[src/rtl/lcd_roi_counter.sv]
// lcd_roi_counter: pixel/line position counters, last-line length, frame
// counter and N_WIN independently programmable region-of-interest windows.
// Window bounds are double-buffered: software writes the pending set at any
// time, and the active set used for comparison only changes at frame start.
module lcd_roi_counter #(
    parameter int CNT_W = 12,
    parameter int N_WIN = 2,
    parameter int FRM_W = 16
) (
    input  logic               CLK,
    input  logic               RESET,
    input  logic               VS,
    input  logic               HS,
    input  logic               WR_EN,
    input  logic [2:0]         WR_WIN,
    input  logic [1:0]         WR_ADDR,
    input  logic [CNT_W-1:0]   WR_DATA,
    output logic [CNT_W-1:0]   H_CNT,
    output logic [CNT_W-1:0]   V_CNT,
    output logic               ACTIV_V,
    output logic [N_WIN-1:0]   ACTIV_C,
    output logic [N_WIN-1:0]   LINE,
    output logic [CNT_W-1:0]   H_TOTAL,
    output logic [FRM_W-1:0]   FRAME_CNT
);

    localparam logic [CNT_W-1:0] CNT_ONE = CNT_W'(1);
    localparam logic [FRM_W-1:0] FRM_ONE = FRM_W'(1);

    localparam logic [1:0] F_H_START = 2'd0;
    localparam logic [1:0] F_H_END   = 2'd1;
    localparam logic [1:0] F_V_START = 2'd2;
    localparam logic [1:0] F_V_END   = 2'd3;

    logic r_hs;
    logic r_vs;
    logic hs_low_seen;
    logic vs_low_seen;
    logic hs_edge;
    logic vs_edge;

    logic [N_WIN-1:0][3:0][CNT_W-1:0] pend_win;
    logic [N_WIN-1:0][3:0][CNT_W-1:0] act_win;
    logic [N_WIN-1:0][3:0][CNT_W-1:0] pend_nxt;

    logic [N_WIN-1:0] inside_p0;
    logic [N_WIN-1:0] border_p0;

    // Counter increment that sticks at all-ones instead of wrapping.
    function automatic logic [CNT_W-1:0] sat_inc(input logic [CNT_W-1:0] v);
        return (v == {CNT_W{1'b1}}) ? v : v + CNT_ONE;
    endfunction

    // A sync held high across reset release must not look like a new edge,
    // so each edge detector is armed only after its input was sampled low.
    assign hs_edge = HS & ~r_hs & hs_low_seen;
    assign vs_edge = VS & ~r_vs & vs_low_seen;

    // Sync input registers and edge-arming flags.
    always_ff @(posedge CLK or posedge RESET) begin
        if (RESET) begin
            r_hs        <= 1'b0;
            r_vs        <= 1'b0;
            hs_low_seen <= 1'b0;
            vs_low_seen <= 1'b0;
        end else begin
            r_hs        <= HS;
            r_vs        <= VS;
            hs_low_seen <= hs_low_seen | ~HS;
            vs_low_seen <= vs_low_seen | ~VS;
        end
    end

    // Pixel counter; on each line start capture the length of the line just ended.
    always_ff @(posedge CLK or posedge RESET) begin
        if (RESET) begin
            H_CNT   <= '0;
            H_TOTAL <= '0;
        end else if (hs_edge) begin
            H_CNT   <= '0;
            H_TOTAL <= H_CNT + CNT_ONE;
        end else begin
            H_CNT   <= sat_inc(H_CNT);
        end
    end

    // Line counter; a frame start overrides a coincident line start.
    always_ff @(posedge CLK or posedge RESET) begin
        if (RESET) begin
            V_CNT <= '0;
        end else if (vs_edge) begin
            V_CNT <= '0;
        end else if (hs_edge) begin
            V_CNT <= sat_inc(V_CNT);
        end
    end

    // Frame counter, free-running modulo 2^FRM_W.
    always_ff @(posedge CLK or posedge RESET) begin
        if (RESET) begin
            FRAME_CNT <= '0;
        end else if (vs_edge) begin
            FRAME_CNT <= FRAME_CNT + FRM_ONE;
        end
    end

    // Registered AND of both syncs.
    always_ff @(posedge CLK or posedge RESET) begin
        if (RESET) begin
            ACTIV_V <= 1'b0;
        end else begin
            ACTIV_V <= HS & VS;
        end
    end

    // Pending bounds with this cycle's write folded in, so a write landing on
    // the frame-start cycle is part of the copy into the active set.
    always_comb begin
        pend_nxt = pend_win;
        if (WR_EN) begin
            for (int w = 0; w < N_WIN; w++) begin
                if (WR_WIN == 3'(w)) begin
                    pend_nxt[w][WR_ADDR] = WR_DATA;
                end
            end
        end
    end

    // Pending bounds follow writes; active bounds reload only at frame start.
    always_ff @(posedge CLK or posedge RESET) begin
        if (RESET) begin
            pend_win <= '0;
            act_win  <= '0;
        end else begin
            pend_win <= pend_nxt;
            if (vs_edge) begin
                act_win <= pend_nxt;
            end
        end
    end

    // Stage 0: per-window compare against the current counter values.
    for (genvar g = 0; g < N_WIN; g++) begin : g_win
        logic [CNT_W-1:0] h_start;
        logic [CNT_W-1:0] h_end;
        logic [CNT_W-1:0] v_start;
        logic [CNT_W-1:0] v_end;
        logic [CNT_W-1:0] h_last;
        logic [CNT_W-1:0] v_last;
        logic             win_en;
        logic             in_h;
        logic             in_v;

        assign h_start = act_win[g][F_H_START];
        assign h_end   = act_win[g][F_H_END];
        assign v_start = act_win[g][F_V_START];
        assign v_end   = act_win[g][F_V_END];

        // An empty or inverted range disables the window; the end-1 terms
        // are only formed when enabled so a zero end cannot underflow.
        assign win_en = (h_start < h_end) && (v_start < v_end);
        assign h_last = win_en ? (h_end - CNT_ONE) : '0;
        assign v_last = win_en ? (v_end - CNT_ONE) : '0;

        assign in_h = (H_CNT >= h_start) && (H_CNT < h_end);
        assign in_v = (V_CNT >= v_start) && (V_CNT < v_end);

        assign inside_p0[g] = win_en & in_h & in_v;
        assign border_p0[g] = inside_p0[g] &
                              ((H_CNT == h_start) | (H_CNT == h_last) |
                               (V_CNT == v_start) | (V_CNT == v_last));
    end

    // Stage 1: registered window flags, one cycle behind the counters.
    always_ff @(posedge CLK or posedge RESET) begin
        if (RESET) begin
            ACTIV_C <= '0;
            LINE    <= '0;
        end else begin
            ACTIV_C <= inside_p0;
            LINE    <= border_p0;
        end
    end

endmodule

[config.mk]
export PLATFORM = sky130hd
export DESIGN_NAME = lcd_roi_counter
export DESIGN_NICKNAME = d
export VERILOG_FILES = /design/src/rtl/lcd_roi_counter.sv
export SDC_FILE = /design/constraint.sdc
export NUM_CORES = 1
export LEC_CHECK = 0
export ABC_AREA = 1
export CORE_AREA = 4 4 160 224
export CTS_CLUSTER_DIAMETER = 50
export DETAILED_ROUTE_END_ITERATION = 12
export DIE_AREA = 0 0 164 228
export HOLD_SLACK_MARGIN = 0.06
export SLEW_MARGIN = 20
export SYNTH_ARGS = -nofsm -noshare
export SYNTH_HDL_FRONTEND = slang
export SYNTH_SLANG_ARGS = --single-unit
[constraint.sdc]
create_clock -name CLK -period 9.2 [get_ports CLK]
set_clock_uncertainty 0.05 [all_clocks]
set_input_delay 0.92 -clock CLK [delete_from_list [all_inputs] [get_ports CLK]]
set_output_delay 0.92 -clock CLK [all_outputs]
set_load 0.01 [all_outputs]
==> results of run 1 <==
## cell families (layout without fill, tap and decap cells)
kind of cell	Yosys count	in the layout
AO/OA/AOI/OAI	428	428
buffers and inverters	286	363
adder cells (fa/ha/maj)	143	143
AND/OR/NAND/NOR	735	735
flip-flops	253	253
XOR/XNOR	61	61
## report_power, final
group | switching [uW] | internal (uW)
Sequential | 137 | 1300
Clock | 533 | 783
Combinational | 1030 | 554
## cells in the final DEF, fill, tap and decap left out, types with 3 or more instances in the layout
| cell | netlist | layout |
|---|---|---|
| nor2_1 | 88 | 88 |
| xnor2_1 | 5 | 5 |
| nor2_2 | 4 | 4 |
| clkinv_2 | 0 | 3 |
| nor3_1 | 16 | 15 |
| ha_1 | 143 | 143 |
| clkinvlp_4 | 0 | 3 |
| o21a_1 | 3 | 3 |
| dfrtp_1 | 253 | 253 |
| o211ai_1 | 6 | 6 |
| inv_1 | 212 | 211 |
| nand3_1 | 108 | 107 |
| buf_4 | 5 | 6 |
| nand2_1 | 482 | 482 |
| a21oi_1 | 74 | 74 |
| clkbuf_1 | 53 | 6 |
| o21ai_1 | 23 | 23 |
| o21ai_0 | 306 | 306 |
| inv_2 | 4 | 4 |
| nand4_1 | 25 | 25 |
| clkdlybuf4s50_1 | 0 | 78 |
| clkbuf_16 | 0 | 35 |
| inv_6 | 0 | 5 |
| xor2_1 | 56 | 56 |
## how the worst max path moves through the flow
stage	startpoint	end	slack, ns	depth (start not counted)
6_report	WR_ADDR[1]	g_win[0].v_end[8]	6.00	7
5_1_grt	g_win[0].h_end[3]	LINE[0]	5.70	17
4_1_cts	VS	FRAME_CNT[15]	5.77	13
3_5_place_dp	VS	FRAME_CNT[15]	5.23	13
3_3_place_gp	VS	FRAME_CNT[15]	5.27	13
2_1_floorplan	RESET	ACTIV_C[0]	1.27	1
## layer usage
metal / part of all wire (%) / up-vias / routed length [um] / track usage, %
met5: 0 / - / 0 / 0
met4: 7.5 / 0 / 3440 / 16.1
met3: 4.0 / 141 / 1840 / 3.02
met2: 50 / 389 / 23100 / 43.1
met1: 38 / 6161 / 17700 / 28.9
li1: - / 6382 / - / -
## final cells by class
| type | instances | area, um^2 |
|---|---|---|
| clock buffer | 43 | 926 |
| clock inverter | 17 | 191 |
| fill | 3359 | 16500 |
| inverter | 217 | 822 |
| multi-input combinational | 1367 | 7600 |
| sequential | 253 | 6330 |
| tap | 451 | 564 |
| timing repair buffer | 86 | 865 |
## through the flow
stage | util [%] | instances | setup slack (ns) | area, um^2 | power [uW]
after floorplan | - | 1906 | 1.27 | 15000 | 2580
after global placement | 47.7 | 2373 | 5.27 | 16100 | 2990
after detailed placement | 47.7 | 2373 | 5.23 | 16100 | 3030
after CTS | 51.0 | 2433 | 5.77 | 17300 | 4360
after global routing | 51.1 | 2434 | 5.70 | 17300 | 4670
final | 51.1 | 2434 | 6.00 | 17300 | 4340
## flip-flops by register name (all words and copies together), names as in the netlist
signal / cells
g_win.h_start: 24
V_CNT: 12
vs_low_seen: 1
FRAME_CNT: 16
ACTIV_V: 1
hs_low_seen: 1
g_win.h_end: 24
H_CNT: 12
g_win.v_end: 24
ACTIV_C: 2
pend_win: 96
H_TOTAL: 12
r_vs: 1
g_win.v_start: 24
LINE: 2
r_hs: 1
## worst reg2reg max path: stages (launching register included)
cell and delay [ns]:
dfrtp_1 0.43, inv_1 0.26, ha_1 0.31, nand2_1 0.06, inv_1 0.03, nand2_1 0.06, nand2_1 0.11, nand2_1 0.08
nand2_1 0.10, nor2_4 0.75, nand3_1 0.17, nand2_1 0.11, nand2_1 0.06, nor2_1 0.12, nand3_1 0.17, nand3_1 0.14
nand2_1 0.05, inv_1 0.05
==> run_results.csv, run 1 <==
group,metric,value,unit
clocking,clock_latency,0.53,ns
final_layout,area_growth,15.1,%
yosys,synthCells,1906,
sta,hold_slack,0.400,ns
outcome,outcome,"completed",
global_route,grt_max_degree,141,
clocking,clkTransAtPathRegs,0.06,ns
critical_path,start_kind,"input port",
floorplan,die_h,228,um
sta,rsz0062_at_grt,"no",
floorplan,die_area,0.0374,mm^2
critical_path,path_class,"input port to flip-flop",
yosys,yosys.area_share.adder,11.9,%
critical_path,crit_slowest_cell,"o21ai_0",
yosys,synth_area_leaders,"dfrtp_1 42%, nand2_1 12%, ha_1 12%, o21ai_0 10%, inv_1 5.3%",
yosys,synth_compound_area_share,14.7,%
sta,maxSlewHeadroom,37.2,%
yosys,synthXorXnorAreaFrac,3.55,%
yosys,muxShareOfSynthArea,0,%
yosys,synth_top_family_by_area,"simple AND/OR/NAND/NOR gates",
sta,fin_tns_setup,0,ns
power_and_ir_drop,powerDensity,251,mW/mm^2
critical_path,crit_buf_inv,2,
yosys,yosysSeqAreaShare,42.1,%
placement,hpwlAfterDp,33.9,mm
hold_path,min_path_cells,2,
yosys,synth_cell_types,41,
clocking,htree_levels,2,
detailed_routing,route.vias.total,13100,
yosys,synth_most_common_cell,"nand2_1",
hold_path,min_path_type,"flip-flop to flip-flop",
sta,post-route-period-util,34.8,%
critical_path,required,9.58,ns
detailed_routing,drtPass1Iterations,6,
yosys,synth-edff-count,0,
final_layout,layout-drive-gt1-share,4.14,%
floorplan,ios,79,
clocking,numCtsBuffers,34,
sta,setup_viol,0,
yosys,yosysWarnings,0,
clocking,cts_tree,"yes",
hold_path,hp-start,"hs_low_seen",
critical_path,r2r-start,"g_win[0].h_end[3]",
floorplan,die_width,164,um
critical_path,path_max_fanout,25,
yosys,synth.top_cell.area_share,42.1,%
floorplan,rows,80,
detailed_routing,drc,0,
critical_path,path_cells,"clkdlybuf4s50_1 -> nand2_1 -> inv_1 -> nand2_1 -> o21ai_0 -> nand2_1 -> o21ai_0",
sta,tightest_slew,0.940,ns
placement,place.gp.congestion,0.904,
clocking,cts-resized-gates,0,
yosys,syn_nets,2071,
detailed_routing,drt_wl_total,46.1,mm
clocking,numClockSinks,253,
critical_path,cpLargestDelayFamily,"buffers and inverters",
flow_run,cap_violations,0,
floorplan,start_util,44.4,%
yosys,synth.top_cells.by_count,"482 x nand2_1, 306 x o21ai_0, 253 x dfrtp_1",
sta,hold_viol_final,0,
yosys,yosys.area.top_type,"dfrtp_1",
yosys,ys.flop_type,"dfrtp_1",
yosys,ys_async_sr_fraction,100,%
floorplan,core,0.0338,mm^2
final_layout,antenna_cells,0,
clocking,max-clock-path-buffers,3,
detailed_routing,wire_per_inst,18.9,um
critical_path,worstPathArrival,3.58,ns
detailed_routing,ant_nets,0,
detailed_routing,avgViaCountPerCell,5.37,
sta,fin_crit,3.20,ns
yosys,synth.avg_cell_area,7.89,um^2
critical_path,worstRegToRegCells,17,
global_route,grt_pass1_wl,72.9,mm
yosys,ys_ff_latch,253,
sta,report.final.slew_viol_count,0,
global_route,overflow,0,
critical_path,max_stage_delay,0.69,ns
global_route,grt_use_total,24.9,%
critical_path,regToRegEndpoint,"LINE[0]",
yosys,syn_area,0.0150,mm^2
yosys,synth-simple-area-share,20.2,%
final_layout,finalNetCount,2124,
critical_path,cpMostUsedCell,"nand2_1",
power_and_ir_drop,vdd_ir_drop_max,0.156,mV
clocking,root_buffer,"clkbuf_16",
sta,timing.fmax,0.312,GHz
clocking,cts_hold_buf,0,
critical_path,r2r_slack,6.02,ns
placement,port_buffers,78,
hold_path,hold_path_end,"hs_low_seen",
clocking,cts_setup_buffers,0,
global_route,antenna_found_initial,0,
detailed_routing,first_iter_violations,948,
power_and_ir_drop,p_leak,0.00839,uW
global_route,grt_pass1_vias,13100,
critical_path,end_kind,"flip-flop",
Power figures use the tool's default switching activity.
==> run 2, diff against run 1 <==
==> constraint.sdc (replaced) <==
create_clock -name CLK -period 2.6 [get_ports CLK]
set_clock_uncertainty 0.05 [all_clocks]
set_input_delay 0.26 -clock CLK [delete_from_list [all_inputs] [get_ports CLK]]
set_output_delay 0.26 -clock CLK [all_outputs]
set_load 0.01 [all_outputs]
==> run_results.csv, run 2 (synthesis results as in run 1) <==
group,metric,value,unit
critical_path,path_max_fanout,11,
detailed_routing,wire_per_inst,19.0,um
hold_path,min_path_type,"input port to flip-flop",
global_route,grt_max_degree,139,
clocking,numCtsBuffers,31,
detailed_routing,ant_nets,0,
sta,timing.fmax,0.407,GHz
power_and_ir_drop,powerDensity,869,mW/mm^2
detailed_routing,avgViaCountPerCell,5.34,
floorplan,ios,79,
global_route,grt_use_total,25.4,%
power_and_ir_drop,p_leak,0.00885,uW
sta,tightest_slew,0.697,ns
detailed_routing,drc,0,
final_layout,area_growth,20.5,%
global_route,overflow,0,
global_route,grt_pass1_wl,74.1,mm
placement,dp.cells,2451,
clocking,clock_latency,0.58,ns
power_and_ir_drop,vdd_ir_drop_max,0.498,mV
final_layout,layout-drive-gt1-share,9.14,%
final_layout,antenna_cells,0,
global_route,grt_pass1_vias,13400,
outcome,outcome,"completed",
floorplan,rows,80,
clocking,max-clock-path-buffers,3,
power_and_ir_drop,power.total,15700,uW
placement,hpwlAfterDp,35.8,mm
critical_path,required,3.06,ns
critical_path,r2r_slack,0.14,ns
critical_path,path_cells,"inv_1 -> ha_1 -> nand2_1 -> inv_1 -> nand2_1 -> nand2_1 -> a21oi_2 -> nand2_2 -> nor2_4 -> buf_12 -> clkbuf_16 -> nand4_1 -> nor3_1 -> buf_4",
final_layout,finalNetCount,2212,
sta,maxSlewHeadroom,53.5,%
detailed_routing,drtPass1Iterations,5,
floorplan,core,0.0338,mm^2
final_layout,stdcell_count,2519,
final_layout,largest-register,"pend_win",
clocking,cts_tree,"yes",
sta,rsz0062_at_grt,"yes",
critical_path,crit_slowest_cell,"dfrtp_1",
clocking,root_buffer,"clkbuf_16",
critical_path,max_stage_delay,0.38,ns
placement,port_buffers,78,
critical_path,end_kind,"flip-flop",
sta,hold_viol_final,0,
critical_path,start_kind,"flip-flop",
flow_run,cap_violations,0,
placement,place.gp.congestion,0.913,
global_route,antenna_found_initial,0,
final_layout,layout_commonest_cell,"nand2_1",
clocking,numClockSinks,253,
sta,post-route-period-util,94.5,%
detailed_routing,drt_wl_total,47.8,mm
critical_path,cpMostUsedCell,"nand2_1",
critical_path,worstPathArrival,2.92,ns
floorplan,die_area,0.0374,mm^2
sta,report.final.slew_viol_count,0,
floorplan,start_util,44.4,%
final_layout,layout_common_cells,"480 x nand2_1, 306 x o21ai_0, 251 x dfrtp_1",
detailed_routing,first_iter_violations,974,
sta,setup_viol,0,
sta,fin_crit,2.46,ns
floorplan,die_h,228,um
final_layout,fillers,3329,
clocking,clkTransAtPathRegs,0.06,ns
critical_path,path_class,"flip-flop to flip-flop",
final_layout,largest_register_ffs,96,
clocking,htree_levels,1,
floorplan,die_width,164,um
detailed_routing,route.vias.total,13500,
[run 2: cell count changes in the layout (fill, tap and decap cells not counted), sizes merged]
cell	previous run	this run
inv	221	218
bufinv	2	1
buf	8	95
dlygate4sd3	0	1
clkbuf	43	42
clkinvlp	3	5
[run 2: critical path, delay by kind of cell (launching register included)]
kind | cells | cell delay (ns)
and+or+nand+nor | 7 | 0.93
buffers and inverters | 5 | 0.62
DFF | 1 | 0.38
adders and majority gates | 1 | 0.24
AOI/OAI and AO/OA | 1 | 0.18
[run 2: final timing paths]
| path | start | endpoint | cells past startpoint |
|---|---|---|---|
| max in group asynchronous | RESET | V_CNT[1] | 5 |
| worst max register to register | g_win[1].v_end[7] | ACTIV_C[1] | 14 |
| worst min register to register | hs_low_seen | hs_low_seen | 2 |
| worst max-delay path | g_win[1].v_end[7] | ACTIV_C[1] | 14 |
| worst min-delay path | HS | r_hs | 1 |
| min in group asynchronous | RESET | pend_win[19] | 3 |
[run 2: cell type report]
type	instances	area (um^2)	share of cell area (%)
Tap cell	451	564	3.11
Sequential cell	253	6330	35.0
Timing Repair Buffer	177	1740	9.61
Inverter	217	818	4.52
Clock inverter	15	135	0.746
Multi-Input combinational cell	1367	7660	42.3
Clock buffer	39	866	4.78
[run 2: timing repair]
item	4_1_cts	5_1_grt
hold endpoints to repair	11	0
setup buffers	0	9
gates resized for setup	0	22
hold buffers	1	0
endpoints found under the setup margin	0	4
[run 2: layer usage]
| layer | global-route usage (%) | wire, um | up-vias |
|---|---|---|---|
| li1 | - | - | 6570 |
| met1 | 29.1 | 18400 | 6440 |
| met3 | 3.02 | 1770 | 141 |
| met2 | 43.9 | 23800 | 308 |
| met5 | 0 | 0 | - |
| met4 | 16.9 | 3840 | 0 |
[run 2: power breakdown]
group / total (uW) / internal (uW) / switching [uW]
clock: 4250 / 2460 / 1790
sequential: 5040 / 4610 / 436
combinational: 6450 / 2590 / 3860
total: 15700 / 9650 / 6090
[run 2: stage by stage]
stage / util [%] / TNS [ns] / hold slack, ns / area (um^2) / setup slack [ns]
floorplan: - / -263.03 / 0.241 / 15000 / -1.04
global placement: 49.9 / 0 / 0.383 / 16900 / 0.163
detailed placement: 49.9 / 0 / 0.389 / 16900 / 0.129
CTS: 52.8 / 0 / 0.166 / 17900 / 0.0920
global route: 53.6 / -0.0348 / 0.185 / 18100 / -0.0293
finish: 53.6 / 0 / 0.172 / 18100 / 0.143
==> run 3, diff against run 2 <==
--- a/config.mk
+++ b/config.mk
@@ -11,6 +11,7 @@
 export DETAILED_ROUTE_END_ITERATION = 12
 export DIE_AREA = 0 0 164 228
 export HOLD_SLACK_MARGIN = 0.06
+export PLACE_DENSITY = 0.69
 export SLEW_MARGIN = 20
 export SYNTH_ARGS = -nofsm -noshare
 export SYNTH_HDL_FRONTEND = slang
==> constraint.sdc (replaced) <==
create_clock -name CLK -period 2.6 [get_ports CLK]
set_clock_uncertainty 0.05 [all_clocks]
set_input_delay 0.52 -clock CLK [delete_from_list [all_inputs] [get_ports CLK]]
set_output_delay 0.52 -clock CLK [all_outputs]
set_load 0.01 [all_outputs]
==> run_results.csv, run 3 (synthesis results as in run 1) <==
group,metric,value,unit
sta,post-route-period-util,97.9,%
sta,hold_slack,0.250,ns
hold_path,min_path_type,"input port to async pin",
critical_path,critPathCapture,"H_CNT[7]",
global_route,grt_pass1_vias,14100,
critical_path,worstPathArrival,1.98,ns
clocking,numCtsBuffers,30,
final_layout,largest-register,"pend_win",
global_route,overflow,0,
global_route,grt_use_total,24.8,%
detailed_routing,wire_per_inst,18.3,um
floorplan,rows,80,
sta,rsz0062_at_grt,"yes",
clocking,htree_levels,1,
clocking,root_buffer,"clkbuf_16",
critical_path,end_kind,"primary output",
global_route,antenna_found_initial,0,
sta,report.final.slew_viol_count,0,
floorplan,die_h,228,um
final_layout,layout-drive-gt1-share,11.7,%
power_and_ir_drop,powerDensity,874,mW/mm^2
final_layout,layout_commonest_cell,"nand2_1",
placement,place.gp.congestion,0.949,
sta,timing.fmax,0.393,GHz
placement,port_buffers,78,
detailed_routing,drt_wl_total,46.7,mm
clocking,cts_tree,"yes",
sta,maxSlewHeadroom,49.9,%
flow_run,cap_violations,0,
critical_path,path_cells,"buf_4 -> clkdlybuf4s50_1",
floorplan,ios,79,
detailed_routing,ant_nets,0,
critical_path,path_class,"flip-flop to primary output",
placement,hpwlAfterDp,34.9,mm
critical_path,required,2.03,ns
final_layout,largest_register_ffs,96,
detailed_routing,drtPass1Iterations,5,
floorplan,die_area,0.0374,mm^2
detailed_routing,avgViaCountPerCell,5.43,
floorplan,start_util,44.4,%
final_layout,area_growth,23.2,%
power_and_ir_drop,vdd_ir_drop_max,0.605,mV
critical_path,worstRegToRegCells,20,
clocking,clkTransAtPathRegs,0.07,ns
outcome,outcome,"completed",
sta,setup_viol,0,
sta,fin_crit,2.55,ns
detailed_routing,drc,0,
clocking,numClockSinks,253,
sta,tightest_slew,0.752,ns
critical_path,critPathLaunch,"H_CNT[7]",
global_route,grt_pass1_wl,73.7,mm
critical_path,r2r_slack,0.09,ns
critical_path,start_kind,"flip-flop",
sta,hold_viol_final,0,
floorplan,core,0.0338,mm^2
final_layout,antenna_cells,0,
critical_path,r2r-start,"g_win[0].v_end[11]",
power_and_ir_drop,power.total,16200,uW
final_layout,layout_common_cells,"477 x nand2_1, 306 x o21ai_0, 250 x dfrtp_1",
final_layout,finalNetCount,2252,
power_and_ir_drop,p_leak,0.00905,uW
clocking,max-clock-path-buffers,3,
critical_path,crit_slowest_cell,"dfrtp_1",
detailed_routing,route.vias.total,13900,
critical_path,regToRegEndpoint,"LINE[0]",
critical_path,path_max_fanout,7,
clocking,clock_latency,0.58,ns
global_route,grt_max_degree,165,
detailed_routing,first_iter_violations,1004,
critical_path,max_stage_delay,0.61,ns
floorplan,die_width,164,um
[run 3: changes by cell type in the layout (fill, tap and decap cells not counted), moves of 4 or more]
cell / change
nor2_1: -4
clkbuf_1: +5
inv_1: -4
buf_4: +42
inv_2: +4
[run 3: layout make-up]
cell class	instances	area, um^2
fill	3186	15300
multi-input combinational	1367	7740
sequential	253	6330
timing repair buffer	218	2060
clock buffer	40	818
inverter	217	818
tap	451	564
clock inverter	15	180
[run 3: timing repair]
item	in CTS	in global routing
setup buffers	0	21
hold buffers	0	0
pin swaps	0	10
resized for setup	1	46
endpoints found under the setup margin	1	11
gates cloned	0	3
[run 3: worst min-delay path by stage]
stage	from	to
2_1_floorplan	hs_low_seen	hs_low_seen
3_3_place_gp	hs_low_seen	hs_low_seen
3_5_place_dp	hs_low_seen	hs_low_seen
4_1_cts	RESET	pend_win[2]
5_1_grt	RESET	pend_win[2]
6_report	RESET	pend_win[1]
[run 3: routing by layer]
metal	up-vias	share of wire [%]	global-route usage, %
li1	6657	-	-
met1	6663	37	27.8
met2	423	51	44.2
met3	162	4.8	3.09
met4	0	7.1	15.4
met5	-	0	0
[run 3: metrics by stage]
| step | std cells | setup slack [ns] | TNS, ns | util (%) | instance area (um^2) |
|---|---|---|---|---|---|
| after floorplan | 1906 | -1.30 | -328.81 | - | 15000 |
| after global placement | 2482 | 0.0400 | 0 | 50.6 | 17100 |
| after detailed placement | 2482 | 0.0475 | 0 | 50.6 | 17100 |
| after CTS | 2537 | 0.0469 | 0 | 53.5 | 18100 |
| after global routing | 2561 | -0.0855 | -0.135 | 54.7 | 18500 |
| final | 2561 | 0.0542 | 0 | 54.7 | 18500 |
[run 3: critical path: cells and delay by family, from the launching register on]
family                 cells  cell delay [ns]
buffers and inverters      2             0.80
DFF                        1             0.61
[run 3: where the power goes]
part	switching [uW]	internal [uW]
combinational	4060	2840
clock	1780	2450
sequential	450	4610
